**config.mk**
```make
export PLATFORM = sky130hd
export DESIGN_NAME = lcv_mul_acc_arb
export DESIGN_NICKNAME = d
export VERILOG_FILES = /design/src/rtl/lcv_mul_acc_pkg.sv /design/src/rtl/LcvMulAcc32Del1.sv /design/src/rtl/lcv_mul_acc_resp_fifo.sv /design/src/rtl/lcv_mul_acc_arb.sv
export SDC_FILE = /design/constraint.sdc
export NUM_CORES = 1
export LEC_CHECK = 0
export ABC_CLOCK_PERIOD_IN_PS = 39400
export BUFFER_PORTS_ARGS = -buffer_cell sky130_fd_sc_hd__buf_2
export CORE_AREA = 2 2 222 224
export CTS_BUF_LIST = sky130_fd_sc_hd__clkbuf_16
export CTS_CLUSTER_SIZE = 12
export DETAILED_ROUTE_END_ITERATION = 12
export DIE_AREA = 0 0 224 226
export PLACE_DENSITY = 0.83
export SKIP_CTS_REPAIR_TIMING = 1
export SYNTH_ARGS = -nofsm -noshare
export SYNTH_HDL_FRONTEND = slang
export SYNTH_SLANG_ARGS = --single-unit
```
**constraint.sdc**
```tcl
create_clock -name i_clk -period 39.4 [get_ports i_clk]
set_input_delay 1.97 -clock i_clk [delete_from_list [all_inputs] [get_ports i_clk]]
set_output_delay 1.97 -clock i_clk [all_outputs]
set_load 0.1 [all_outputs]
```
**src/rtl/lcv_mul_acc_pkg.sv**
```systemverilog
// Shared types and arithmetic for the round-robin multiply/accumulate arbiter.
package lcv_mul_acc_pkg;

    localparam int OPD_W  = 16;
    localparam int ACC_W  = 33;
    localparam int PROD_W = 2 * OPD_W;

    // One request: signed 16x16 operands plus three 33-bit addends
    typedef struct packed {
        logic signed [OPD_W-1:0] a;
        logic signed [OPD_W-1:0] b;
        logic [ACC_W-1:0]        c;
        logic [ACC_W-1:0]        d;
        logic [ACC_W-1:0]        e;
    } mac_op_t;

    // Result payload; the requester tag travels beside it at ID_W bits
    typedef struct packed {
        logic [ACC_W-1:0] data;
    } mac_resp_t;

    // Signed product sign-extended to 33 bits, then summed with wrap-around
    function automatic logic [ACC_W-1:0] macSum(
        input logic signed [OPD_W-1:0] a,
        input logic signed [OPD_W-1:0] b,
        input logic [ACC_W-1:0]        c,
        input logic [ACC_W-1:0]        d,
        input logic [ACC_W-1:0]        e
    );
        logic signed [PROD_W-1:0] prod;
        prod = a * b;
        return {prod[PROD_W-1], prod} + c + d + e;
    endfunction

endpackage

```
**src/rtl/LcvMulAcc32Del1.sv**
```systemverilog
// Single-cycle-latency multiply and three-way accumulate (maps onto one DSP slice).
module LcvMulAcc32Del1
    import lcv_mul_acc_pkg::*;
(
    input  logic                    i_clk,
    input  logic signed [OPD_W-1:0] i_a,
    input  logic signed [OPD_W-1:0] i_b,
    input  logic [ACC_W-1:0]        i_c,
    input  logic [ACC_W-1:0]        i_d,
    input  logic [ACC_W-1:0]        i_e,
    output logic [ACC_W-1:0]        o_outp
);

    logic [ACC_W-1:0] r_outp;

    // Register the combined product-and-sum; validity is tracked by the caller
    always_ff @(posedge i_clk) begin
        r_outp <= macSum(i_a, i_b, i_c, i_d, i_e);
    end

    assign o_outp = r_outp;

endmodule

```
**src/rtl/lcv_mul_acc_resp_fifo.sv**
```systemverilog
// Synchronous response FIFO holding requester tag and result, with occupancy count.
module lcv_mul_acc_resp_fifo
    import lcv_mul_acc_pkg::*;
#(
    parameter int DEPTH = 4,
    parameter int ID_W  = 2
) (
    input  logic                         i_clk,
    input  logic                         i_rst,
    input  logic                         i_push,
    input  logic [ID_W-1:0]              i_pushId,
    input  mac_resp_t                    i_pushData,
    input  logic                         i_pop,
    output logic [ID_W-1:0]              o_headId,
    output mac_resp_t                    o_headData,
    output logic                         o_empty,
    output logic [$clog2(DEPTH+1)-1:0]   o_count
);

    localparam int PTR_W = (DEPTH > 1) ? $clog2(DEPTH) : 1;
    localparam int CNT_W = $clog2(DEPTH + 1);

    logic [ID_W-1:0]  r_idMem   [DEPTH];
    mac_resp_t        r_dataMem [DEPTH];
    logic [PTR_W-1:0] r_wrPtr;
    logic [PTR_W-1:0] r_rdPtr;
    logic [CNT_W-1:0] r_count;
    logic             w_empty;
    logic             w_full;
    logic             w_doPush;
    logic             w_doPop;

    // Pointers wrap at DEPTH, which need not be a power of two
    function automatic logic [PTR_W-1:0] nextPtr(input logic [PTR_W-1:0] p);
        return (p == PTR_W'(DEPTH - 1)) ? '0 : p + PTR_W'(1);
    endfunction

    assign w_empty  = (r_count == '0);
    assign w_full   = (r_count == CNT_W'(DEPTH));
    assign w_doPush = i_push && !w_full;
    assign w_doPop  = i_pop && !w_empty;

    // Pointer and occupancy bookkeeping; reset empties the buffer
    always_ff @(posedge i_clk) begin
        if (i_rst) begin
            r_wrPtr <= '0;
            r_rdPtr <= '0;
            r_count <= '0;
        end else begin
            if (w_doPush) r_wrPtr <= nextPtr(r_wrPtr);
            if (w_doPop)  r_rdPtr <= nextPtr(r_rdPtr);
            case ({w_doPush, w_doPop})
                2'b10:   r_count <= r_count + CNT_W'(1);
                2'b01:   r_count <= r_count - CNT_W'(1);
                default: r_count <= r_count;
            endcase
        end
    end

    // Storage array is not reset; stale entries are unreachable once count is zero
    always_ff @(posedge i_clk) begin
        if (w_doPush) begin
            r_idMem[r_wrPtr]   <= i_pushId;
            r_dataMem[r_wrPtr] <= i_pushData;
        end
    end

    assign o_headId   = w_empty ? '0 : r_idMem[r_rdPtr];
    assign o_headData = r_dataMem[r_rdPtr];
    assign o_empty    = w_empty;
    assign o_count    = r_count;

endmodule

```
**src/rtl/lcv_mul_acc_arb.sv**
```systemverilog
// Round-robin arbiter sharing one registered MAC among NUM_REQ requesters,
// with credit-gated issue so that every issued result has a FIFO slot.
module lcv_mul_acc_arb
    import lcv_mul_acc_pkg::*;
#(
    parameter int NUM_REQ    = 4,
    parameter int ID_W       = $clog2(NUM_REQ),
    parameter int FIFO_DEPTH = 4
) (
    input  logic                     i_clk,
    input  logic                     i_rst,
    input  logic [NUM_REQ-1:0]       i_req_valid,
    output logic [NUM_REQ-1:0]       o_req_ready,
    input  logic [NUM_REQ*OPD_W-1:0] i_req_a,
    input  logic [NUM_REQ*OPD_W-1:0] i_req_b,
    input  logic [NUM_REQ*ACC_W-1:0] i_req_c,
    input  logic [NUM_REQ*ACC_W-1:0] i_req_d,
    input  logic [NUM_REQ*ACC_W-1:0] i_req_e,
    output logic                     o_resp_valid,
    input  logic                     i_resp_ready,
    output logic [ID_W-1:0]          o_resp_id,
    output logic [ACC_W-1:0]         o_resp_data
);

    localparam int CNT_W = $clog2(FIFO_DEPTH + 1);
    localparam int SUM_W = CNT_W + 1;

    logic             w_found;
    logic [ID_W-1:0]  w_grantIdx;
    mac_op_t          w_selOp;
    logic [SUM_W-1:0] w_inflight;
    logic             w_creditOk;
    logic             w_accept;
    logic             w_pop;

    logic [ID_W-1:0]  r_rrPtr;
    logic             r_s1Valid;
    mac_op_t          r_s1Op;
    logic [ID_W-1:0]  r_s1Id;
    logic             r_s2Valid;
    logic [ID_W-1:0]  r_s2Id;

    logic [ACC_W-1:0] w_macOut;
    mac_resp_t        w_pushResp;
    mac_resp_t        w_headResp;
    logic             w_fifoEmpty;
    logic [CNT_W-1:0] w_fifoCount;

    // Round-robin pick: lowest valid index at or above the pointer, else lowest overall
    always_comb begin
        w_found    = 1'b0;
        w_grantIdx = '0;
        for (int i = NUM_REQ - 1; i >= 0; i--) begin
            if (i_req_valid[i] && (i >= int'(r_rrPtr))) begin
                w_found    = 1'b1;
                w_grantIdx = ID_W'(i);
            end
        end
        if (!w_found) begin
            for (int i = NUM_REQ - 1; i >= 0; i--) begin
                if (i_req_valid[i]) begin
                    w_found    = 1'b1;
                    w_grantIdx = ID_W'(i);
                end
            end
        end
    end

    // Steer the granted requester's operands toward stage 1
    always_comb begin
        w_selOp = '0;
        for (int i = 0; i < NUM_REQ; i++) begin
            if (w_grantIdx == ID_W'(i)) begin
                w_selOp.a = i_req_a[OPD_W*i +: OPD_W];
                w_selOp.b = i_req_b[OPD_W*i +: OPD_W];
                w_selOp.c = i_req_c[ACC_W*i +: ACC_W];
                w_selOp.d = i_req_d[ACC_W*i +: ACC_W];
                w_selOp.e = i_req_e[ACC_W*i +: ACC_W];
            end
        end
    end

    // Every op in stage 1, stage 2 or the FIFO holds a credit; a same-cycle pop frees one
    assign w_pop      = !w_fifoEmpty && i_resp_ready;
    assign w_inflight = SUM_W'(r_s1Valid) + SUM_W'(r_s2Valid) + SUM_W'(w_fifoCount) - SUM_W'(w_pop);
    assign w_creditOk = (w_inflight < SUM_W'(FIFO_DEPTH));

    // Ready is withheld during reset so no requester believes an op was taken
    assign w_accept    = w_found && w_creditOk && !i_rst;
    assign o_req_ready = w_accept ? (NUM_REQ'(1) << w_grantIdx) : '0;

    // Pipeline valids and the round-robin pointer, cleared by reset
    always_ff @(posedge i_clk) begin
        if (i_rst) begin
            r_s1Valid <= 1'b0;
            r_s2Valid <= 1'b0;
            r_rrPtr   <= '0;
        end else begin
            r_s1Valid <= w_accept;
            r_s2Valid <= r_s1Valid;
            if (w_accept) begin
                r_rrPtr <= (w_grantIdx == ID_W'(NUM_REQ - 1)) ? '0 : w_grantIdx + ID_W'(1);
            end
        end
    end

    // Operand and tag registers carry data only and are qualified by the valids
    always_ff @(posedge i_clk) begin
        if (w_accept) begin
            r_s1Op <= w_selOp;
            r_s1Id <= w_grantIdx;
        end
        r_s2Id <= r_s1Id;
    end

    LcvMulAcc32Del1 u_mac (
        .i_clk  (i_clk),
        .i_a    (r_s1Op.a),
        .i_b    (r_s1Op.b),
        .i_c    (r_s1Op.c),
        .i_d    (r_s1Op.d),
        .i_e    (r_s1Op.e),
        .o_outp (w_macOut)
    );

    assign w_pushResp = '{data: w_macOut};

    lcv_mul_acc_resp_fifo #(
        .DEPTH (FIFO_DEPTH),
        .ID_W  (ID_W)
    ) u_respFifo (
        .i_clk      (i_clk),
        .i_rst      (i_rst),
        .i_push     (r_s2Valid),
        .i_pushId   (r_s2Id),
        .i_pushData (w_pushResp),
        .i_pop      (w_pop),
        .o_headId   (o_resp_id),
        .o_headData (w_headResp),
        .o_empty    (w_fifoEmpty),
        .o_count    (w_fifoCount)
    );

    assign o_resp_valid = !w_fifoEmpty;
    assign o_resp_data  = w_headResp.data;

endmodule

```
Word level (Yosys, flattened, before mapping):

Memory sizes are Yosys's and may differ from the RTL's. A register that Yosys moved wholly into a read port is not among the register bits.
Index checks and enable logic that the tools add are counted.
Widths: inputs -> output; s select.

* bits in registers: 179
* RAM bits: 140
* input port bits: 531
* output and inout port bits: 40
* logic and storage cells: 88
* memories: 2

* add/sub/neg operators: 11
* $mul: 1
* magnitude comparators: 4
* eq/ne operators: 8
* shift operators: 1
* mux-type cells: 33
* reductions and logical operators: 14

Memories
* u_respFifo.r_dataMem: words 4, bits a word 33, read ports 1, clocked after memory_dff 1, write ports 1, line lcv_mul_acc_resp_fifo.sv:24 `mac_resp_t r_dataMem [DEPTH];`
* u_respFifo.r_idMem: words 4, bits a word 2, read ports 1, clocked after memory_dff 1, write ports 1, line lcv_mul_acc_resp_fifo.sv:23 `logic [ID_W-1:0] r_idMem [DEPTH];`

Operators with widths (count)
* $mux 131: 4
* $add 33x33->33: 3
* $mux 2: 17
* $mul 16x16->32: 1
* $eq 2x2->1 const B: 5
* $mux 1: 10
* $logic_and 1x1->1: 8
* $add 2x1->2 const B: 3
* $pmux 3 s2: 1
* $add 2x3->4: 1
* $eq 2x1->1 const B: 2
* $ge 1x2->1 const A: 2
* $lt 4x3->1 const B: 1
* $mux 4: 1
* $shl 1x2->4 const A: 1
* $sub 4x1->4: 1
* $add 3x1->3 const B: 1
* $eq 3x3->1 const B: 1
* $logic_not 1->1: 3
* $logic_not 3->1: 1
* $sub 3x1->3 const B: 1
* $add 1x1->2: 1
* $ge 2x2->1 const A: 1
* $logic_not 2->1: 1
* $reduce_bool 2->1: 1

Logic depth before layout (Yosys ltp):

Gate-level depths: netlist of the first run.

* word-level depth: 15
* gate-level depth with buffers: 36
* depth with buffers taken out: 34

Hierarchy:

From an unflattened synthesis of the first run, not the netlist that was laid out.

* cells, all modules: 2786
* area, all modules: 28112.0 µm²

By module, submodules not included
* LcvMulAcc32Del1: times used 1, cells each 1470, area each 13660.6 µm², seq. area each 660.6 µm²
* lcv_mul_acc_arb: times used 1, cells each 1079, area each 8893.5 µm², seq. area each 4113.9 µm²
* lcv_mul_acc_resp_fifo: times used 1, cells each 237, area each 5557.8 µm², seq. area each 4384.2 µm²

Worst setup path before layout of the first run:

Ideal clock, no wire load.

* kind: in2out
* start point: in i_resp_ready
* end point: out o_req_ready[0]
* arrival: 14.170 ns
* required time: 37.430 ns
* slack: 23.260 ns
* cell stages on the path: 12
* buffers on the path: 0
* cells stage by stage: nand2_1 -> inv_1 -> ha_1 -> inv_1 -> ha_1 -> a21o_1 -> a21oi_1 -> nand3b_1 -> a21oi_1 -> a31oi_1 -> nor3_1 -> and2_1

* word-level cells in the longest chain between the ends: 6

Ends and longest elaborated chain
* start: declaration: line lcv_mul_acc_arb.sv:20 `input logic i_resp_ready,`
* $logic_and 1x1->1: line lcv_mul_acc_arb.sv:84 `assign w_pop = !w_fifoEmpty && i_resp_ready;`
* $sub 4x1->4: line lcv_mul_acc_arb.sv:85 `assign w_inflight = SUM_W'(r_s1Valid) + SUM_W'(r_s2Valid) + SUM_W'(w_fifoCount) - SUM_W'(w_pop);`
* $lt 4x3->1: line lcv_mul_acc_arb.sv:86 `assign w_creditOk = (w_inflight < SUM_W'(FIFO_DEPTH));`
* $logic_and 1x1->1 (2 in series): line lcv_mul_acc_arb.sv:89 `assign w_accept = w_found && w_creditOk && !i_rst;`
* net w_accept: line lcv_mul_acc_arb.sv:33 `logic w_accept;`
* $mux 4: line lcv_mul_acc_arb.sv:90 `assign o_req_ready = w_accept ? (NUM_REQ'(1) << w_grantIdx) : '0;`
* end: declaration: line lcv_mul_acc_arb.sv:13 `output logic [NUM_REQ-1:0] o_req_ready,`

The timed path passes the listed nets, and every way through them passes these cells.

Worst setup path in the final report of the first run:

* start point: reg r_s1Op[103] in the netlist's numbering
* end point: reg u_mac.r_outp[32] (netlist: u_mac.o_outp[32])

* word-level cells in the longest chain between the ends: 4

Ends and longest elaborated chain
* start: declaration: line lcv_mul_acc_arb.sv:38 `mac_op_t r_s1Op;`
* start signal: assignment: line lcv_mul_acc_arb.sv:110 `r_s1Op <= w_selOp;`
* $mul 16x16->32: line lcv_mul_acc_pkg.sv:31 `prod = a * b;`
* $add 33x33->33 (3 in series): line lcv_mul_acc_pkg.sv:32 `return {prod[PROD_W-1], prod} + c + d + e;`
* end signal: assignment: line LcvMulAcc32Del1.sv:18 `r_outp <= macSum(i_a, i_b, i_c, i_d, i_e);`
* end: declaration: line LcvMulAcc32Del1.sv:14 `logic [ACC_W-1:0] r_outp;`

Every way passes these cells.
A chain may end at the register's enable or synchronous reset.

==> results of run 1 <==
registers in the layout, summed over array words and instances (netlist names), 3 cells and up, named ones only:
name                  cells
u_respFifo.o_count        3
u_respFifo.r_dataMem    132
u_respFifo.r_idMem        8
u_mac.o_outp             33
r_s1Op                  131
cell type report:
class,instances,area share [%]
multi-input cells,1773,50.6
flip-flops and latches,321,29.1
repair buffers,586,9.45
inverters,372,4.44
clock buffers,37,2.94
well taps,622,2.47
clock inverters,28,0.978
diodes,3,0.0239
worst max-delay path: cells and delay by family (launching register included):
kind                       cells  cell delay [ns]
adders and majority gates      9             4.15
AOI/OAI and AO/OA              8             1.72
and+or+nand+nor                5             1.29
DFF                            1             0.73
xor gates and xnor gates       3             0.58
buffers and inverters          5             0.34
metrics by stage:
step	area (sq um)	util, %
detailed placement	30200	62.5
finish	31500	65.1
floorplan	26900	-
CTS	31500	65.1
global placement	30200	62.5
global route	31500	65.1
worst max-delay path by stage:
| stage | from | end | cells past startpoint |
|---|---|---|---|
| floorplan | i_resp_ready | o_req_ready[0] | 12 |
| global placement | r_s1Op[101] | u_mac.o_outp[32] | 29 |
| detailed placement | r_s1Op[103] | u_mac.o_outp[32] | 30 |
| CTS | r_s1Op[103] | u_mac.o_outp[32] | 30 |
| global route | r_s1Op[103] | u_mac.o_outp[32] | 30 |
| finish | r_s1Op[103] | u_mac.o_outp[32] | 30 |
kinds of logic (layout without fill, tap and decap cells):
kind of cell	after synthesis	after routing	share of synthesized area (%)
xor gates and xnor gates	69	69	2.25
DFF	321	321	34.0
muxes	37	37	3.00
AOI/OAI and AO/OA	566	566	12.8
other	0	3	0
and+or+nand+nor	646	646	10.7
buffers and inverters	501	1023	6.99
adders and majority gates	455	455	30.3
layer usage:
layer	wire length, um	vias up	GRT usage, %
met1	31600	10900	42.0
met2	43900	1215	60.8
met3	7680	249	6.84
li1	-	9653	-
met5	26	-	0
met4	6230	4	21.5
placed cells by master (no fill, tap or decap), drive strengths merged, types with 3 or more instances in the layout:
cell type / Yosys / final
nand2b: 15 / 15
a22oi: 130 / 130
bufinv: 0 / 5
dfxtp: 48 / 48
nand2: 288 / 288
o211ai: 6 / 6
ha: 128 / 128
buf: 13 / 586
fa: 327 / 327
a21oi: 194 / 194
nor2: 172 / 172
o21bai: 5 / 5
and2: 123 / 123
nor3: 10 / 10
mux4: 35 / 35
clkbuf: 116 / 37
clkinv: 1 / 12
xor2: 19 / 19
diode: 0 / 3
o21a: 4 / 4
edfxtp: 273 / 273
o22ai: 6 / 6
o21ai: 163 / 163
xnor2: 50 / 50
nor2b: 9 / 9
o31ai: 3 / 3
inv: 371 / 382
o221ai: 3 / 3
a211oi: 8 / 8
a21o: 26 / 26
and3: 5 / 5
a31oi: 4 / 4
or3: 4 / 4
nand3: 11 / 11
==> impl_results.md, run 1 <==
* IO Port Bufs at 570
* Max_slew headroom at 22.9%
* Crit end category: register
* Placed insts at 3674
* Syn-to-layout area delta at 17.0%
* Reg area at 9160 sq um
* Die H at 226 um
* Slew @ Worst Pin at 1.16 ns
* Router iterations before antenna repair at 9
* Setup TNS at 0 ns
* Commonest cells in the netlist: inv_1, fa_1, nand2_1
* Fill count at 3696
* GRT Total Usage at 35.6%
* Routed via count at 22000
* CTS Sinks at 321
* H-tree Lvls at 2
* Max Clock Skew at 0.0263 ns
* Asr flop ratio synth at 0%
* Fin crit share at 22.6%
* Initial antenna violation count at 8
* Crit path max fanout at 17
* Final hold slack at 0.344 ns
* Core area at 48300 sq um
* F_max at 113 MHz
* Per-cell routed wire length at 23.9 um
* Final worst slack at 30.51 ns
* Non-filler cells in the finished layout at 3742
* GRT overflow at 0
* R2r setup slk at 30.51 ns
* Max_cap viols at 0
* Worst-skew pair later-pin latency at 0.58 ns
* Net count after synthesis at 3581
* Synth area leader: edfxtp_1
* R2R Path End: u_mac.o_outp[32]
* DP Worst Slack at 30.67 ns
* DRT iter0 DRCs at 2156
* Slew Limit Fails at 0
* Combined area of the multi-input logic cells at 15900 sq um
* Clk slew on worst S/H paths at 0.06 ns
* Crit path max-delay cell type: edfxtp_1
* Main flop type after synthesis: edfxtp_1
* Minimum clock period at 8.89 ns
* Crit Path Class: register to register
* Critical Path AT at 9.38 ns
* CP most frequent cell: fa_1
* Critical Path Start Type: register
* Worst endpoint required time at 39.90 ns
* First-pass GRT wire length at 132 mm
* CTS tree: built
* Min-Delay Endpoint: r_s2Id[1]
* Post-DP HPWL at 70.1 mm
* Worst hold start: r_s1Id[1]
* Worst hold path type: register to register
* Distinct cells, synth at 61
* Final Hold Fails at 0
* Final Setup Violations at 0
* Die footprint at 50600 sq um
* Io pins at 571
* Initial Util at 55.7%
* Syn. warnings at 0
* Number of synthesized flops with an enable pin at 273
* Routability cong. at 0.960
* Worst reg2reg path depth at 30
* Total CTS buffers at 37
* Layout cells sized above 1 at 22.5%
* Status: complete, no violations
* Pin count of the biggest net entering global routing at 104
* Drc violations at 0
* Vias in the first global route at 22700
* Synth Register Bits at 321
* Die width at 224 um
* Layout net count at 4077
* Mean post-synth cell area at 10.4 sq um
* Syn Inst Count at 2595
* CP max stage delay at 0.73 ns
* Hold path cells at 0
* Most frequent cell after synthesis: inv_1
* Row cnt at 81
* Synth area leaders: edfxtp_1, fa_1, ha_1
* Register area share after synthesis at 34.0%
* RSZ-0062 raised after global routing: false
* Synth Cell Area at 26900 sq um
* Root Buffer: clkbuf_16
* Via density at 5.87
* Clock Tree Buf Depth at 3
* Synth top area share at 30.5%
* Post-Route WL at 89.5 mm
* Post-route ant nets at 0
* Worst reg2reg path startpoint: r_s1Op[103]
Power of run 1 is not shown: default switching activity piles up to over one toggle a cycle in this logic, so the estimate is an artifact.
==> run 2: changes to the inputs <==
- ABC_AREA: default -> 1
- ABC_CLOCK_PERIOD_IN_PS: 39400 -> 8700
- CORE_AREA: 2 2 222 224 -> default
- CORE_UTILIZATION: default -> 57
- DIE_AREA: 0 0 224 226 -> default
- PLACE_DENSITY: 0.83 -> 0.84
- clock period: 39.4 -> 8.7 ns (I/O delays scaled with it)
==> run 2 against run 1 <==
Effect of this change: count of clock-buffer cells in the layout down 1; critical path type unchanged; synthesized cell count up 21%; global-route usage up 4.6 points.
==> impl_results.md, run 2 <==
* CTS tree: built
* DP Worst Slack at 0.757 ns
* RSZ-0062 raised after global routing: false
* Distinct cells, synth at 48
* Most frequent cell after synthesis: nand2_1
* CTS Sinks at 321
* Post-route ant nets at 0
* Initial Util at 57.9%
* CP most frequent cell: fa_1
* Routability cong. at 1.03
* Layout net count at 4590
* Worst hold path type: primary input to register
* Initial antenna violation count at 41
* Status: complete, no violations
* GRT Total Usage at 40.2%
* Main flop type after synthesis: edfxtp_1
* Crit path max fanout at 16
* Row cnt at 81
* First-pass GRT wire length at 148 mm
* GRT overflow at 0
* Commonest non-fill, non-tap cells in the layout: nand2_1, inv_1, buf_2, fa_1, nor2_1
* Largest Register: u_respFifo.r_dataMem
* Synth Cell Area at 28300 sq um
* Mean post-synth cell area at 9.04 sq um
* Per-cell routed wire length at 23.5 um
* Commonest non-fill, non-tap cell in the layout: nand2_1
* Syn. warnings at 0
* Worst endpoint required time at 9.14 ns
* Minimum clock period at 8.12 ns
* Slew Limit Fails at 0
* Crit path max-delay cell type: edfxtp_1
* Drc violations at 0
* Worst-skew pair later-pin latency at 0.57 ns
* Layout cells sized above 1 at 19.1%
* Die footprint at 50600 sq um
* Critical Path Start Type: register
* Die H at 225 um
* Setup TNS at 0 ns
* Synth Register Bits at 321
* Crit end category: register
* Final Hold Fails at 0
* Synth area leaders: edfxtp_1, fa_1, nand2_1
* Worst reg2reg path startpoint: r_s1Op[100]
* Max Clock Skew at 0.0357 ns
* Final Setup Violations at 0
* Syn-to-layout area delta at 15.9%
* Register area share after synthesis at 32.3%
* Worst Setup SP: r_s1Op[100]
* Max_slew headroom at 27.0%
* Io pins at 571
* Post-Route WL at 102 mm
* Root Buffer: clkbuf_16
* F_max at 123 MHz
* Fin crit share at 93.4%
* Total CTS buffers at 36
* CP max stage delay at 0.72 ns
* Synth area leader: edfxtp_1
* Core area at 49000 sq um
* Max reg flops at 132
* Number of synthesized flops with an enable pin at 273
* DRT iter0 DRCs at 2695
* Commonest cells in the netlist: nand2_1, inv_1, fa_1
* Syn Inst Count at 3136
* Router iterations before antenna repair at 6
* Die width at 225 um
* Synth top area share at 28.9%
* Post-DP HPWL at 82.7 mm
* H-tree Lvls at 2
* Vias in the first global route at 24900
* Via density at 5.77
* Pin count of the biggest net entering global routing at 204
* Net count after synthesis at 4122
* Crit Path Class: register to register
* Asr flop ratio synth at 0%
* Final worst slack at 0.577 ns
* Max_cap viols at 0
* Critical Path AT at 8.57 ns
* IO Port Bufs at 570
* Worst hold start: i_req_a[49]
* Slew @ Worst Pin at 1.10 ns
* Clk slew on worst S/H paths at 0.06 ns
* Clock Tree Buf Depth at 3
* Routed via count at 25000
-- run 2: per-stage QoR --
| step | utilization [%] | cells | hold WS [ns] | instance area (sq um) |
|---|---|---|---|---|
| 2_1_floorplan | - | 3136 | 0.323 | 28300 |
| 3_5_place_dp | 64.6 | 4230 | 0.354 | 31600 |
| 5_1_grt | 67.1 | 4325 | 0.152 | 32800 |
| 3_3_place_gp | 64.6 | 4230 | 0.346 | 31600 |
| 6_report | 67.1 | 4328 | 0.139 | 32900 |
| 4_1_cts | 66.9 | 4295 | 0.119 | 32800 |
-- run 2: critical path, delay by kind of cell, from the launching register on --
kind                       cells  cell delay, ns
adders and majority gates      9            4.34
AOI/OAI and AO/OA              6            1.37
and+or+nand+nor                8            0.94
DFF                            1            0.72
xor gates and xnor gates       1            0.32
buffers and inverters          4            0.27
-- run 2: per-layer routing --
| layer | up-vias | track usage, % | share of wire, % |
|---|---|---|---|
| li1 | 11100 | - | - |
| met1 | 11900 | 47.2 | 35 |
| met3 | 374 | 11.4 | 11 |
| met2 | 1569 | 60.1 | 44 |
| met5 | - | 1.37 | 0.19 |
| met4 | 18 | 36.1 | 10 |
-- run 2: worst paths after layout --
path	depth (start not counted)	slack, ns	to
min reg2reg	0	0.37	r_s2Id[1]
max	28	0.58	u_mac.o_outp[31]
min	3	0.14	r_s1Op[116]
max reg2reg	28	0.58	u_mac.o_outp[31]
-- run 2: cell families (layout without fill, tap and decap cells) --
logic type	after synthesis	count (layout)	synth area share [%]
xor+xnor	52	52	1.61
other cells	0	33	0
simple gates	1042	1042	14.7
buf+inv	755	1250	10.2
compound gates	511	511	12.5
flops	321	321	32.3
fa+ha+maj	455	455	28.7
-- run 2: area by class of cell --
class / instances / area [sq um]
multi-input cells: 2060 / 16400
fillers: 3955 / 16100
flip-flops and latches: 321 / 9160
repair buffers: 594 / 3060
inverters: 591 / 2220
clock buffers: 36 / 901
well taps: 664 / 831
clock inverters: 29 / 246
diodes: 33 / 82.6
Power of run 2 is left out for the same reason.
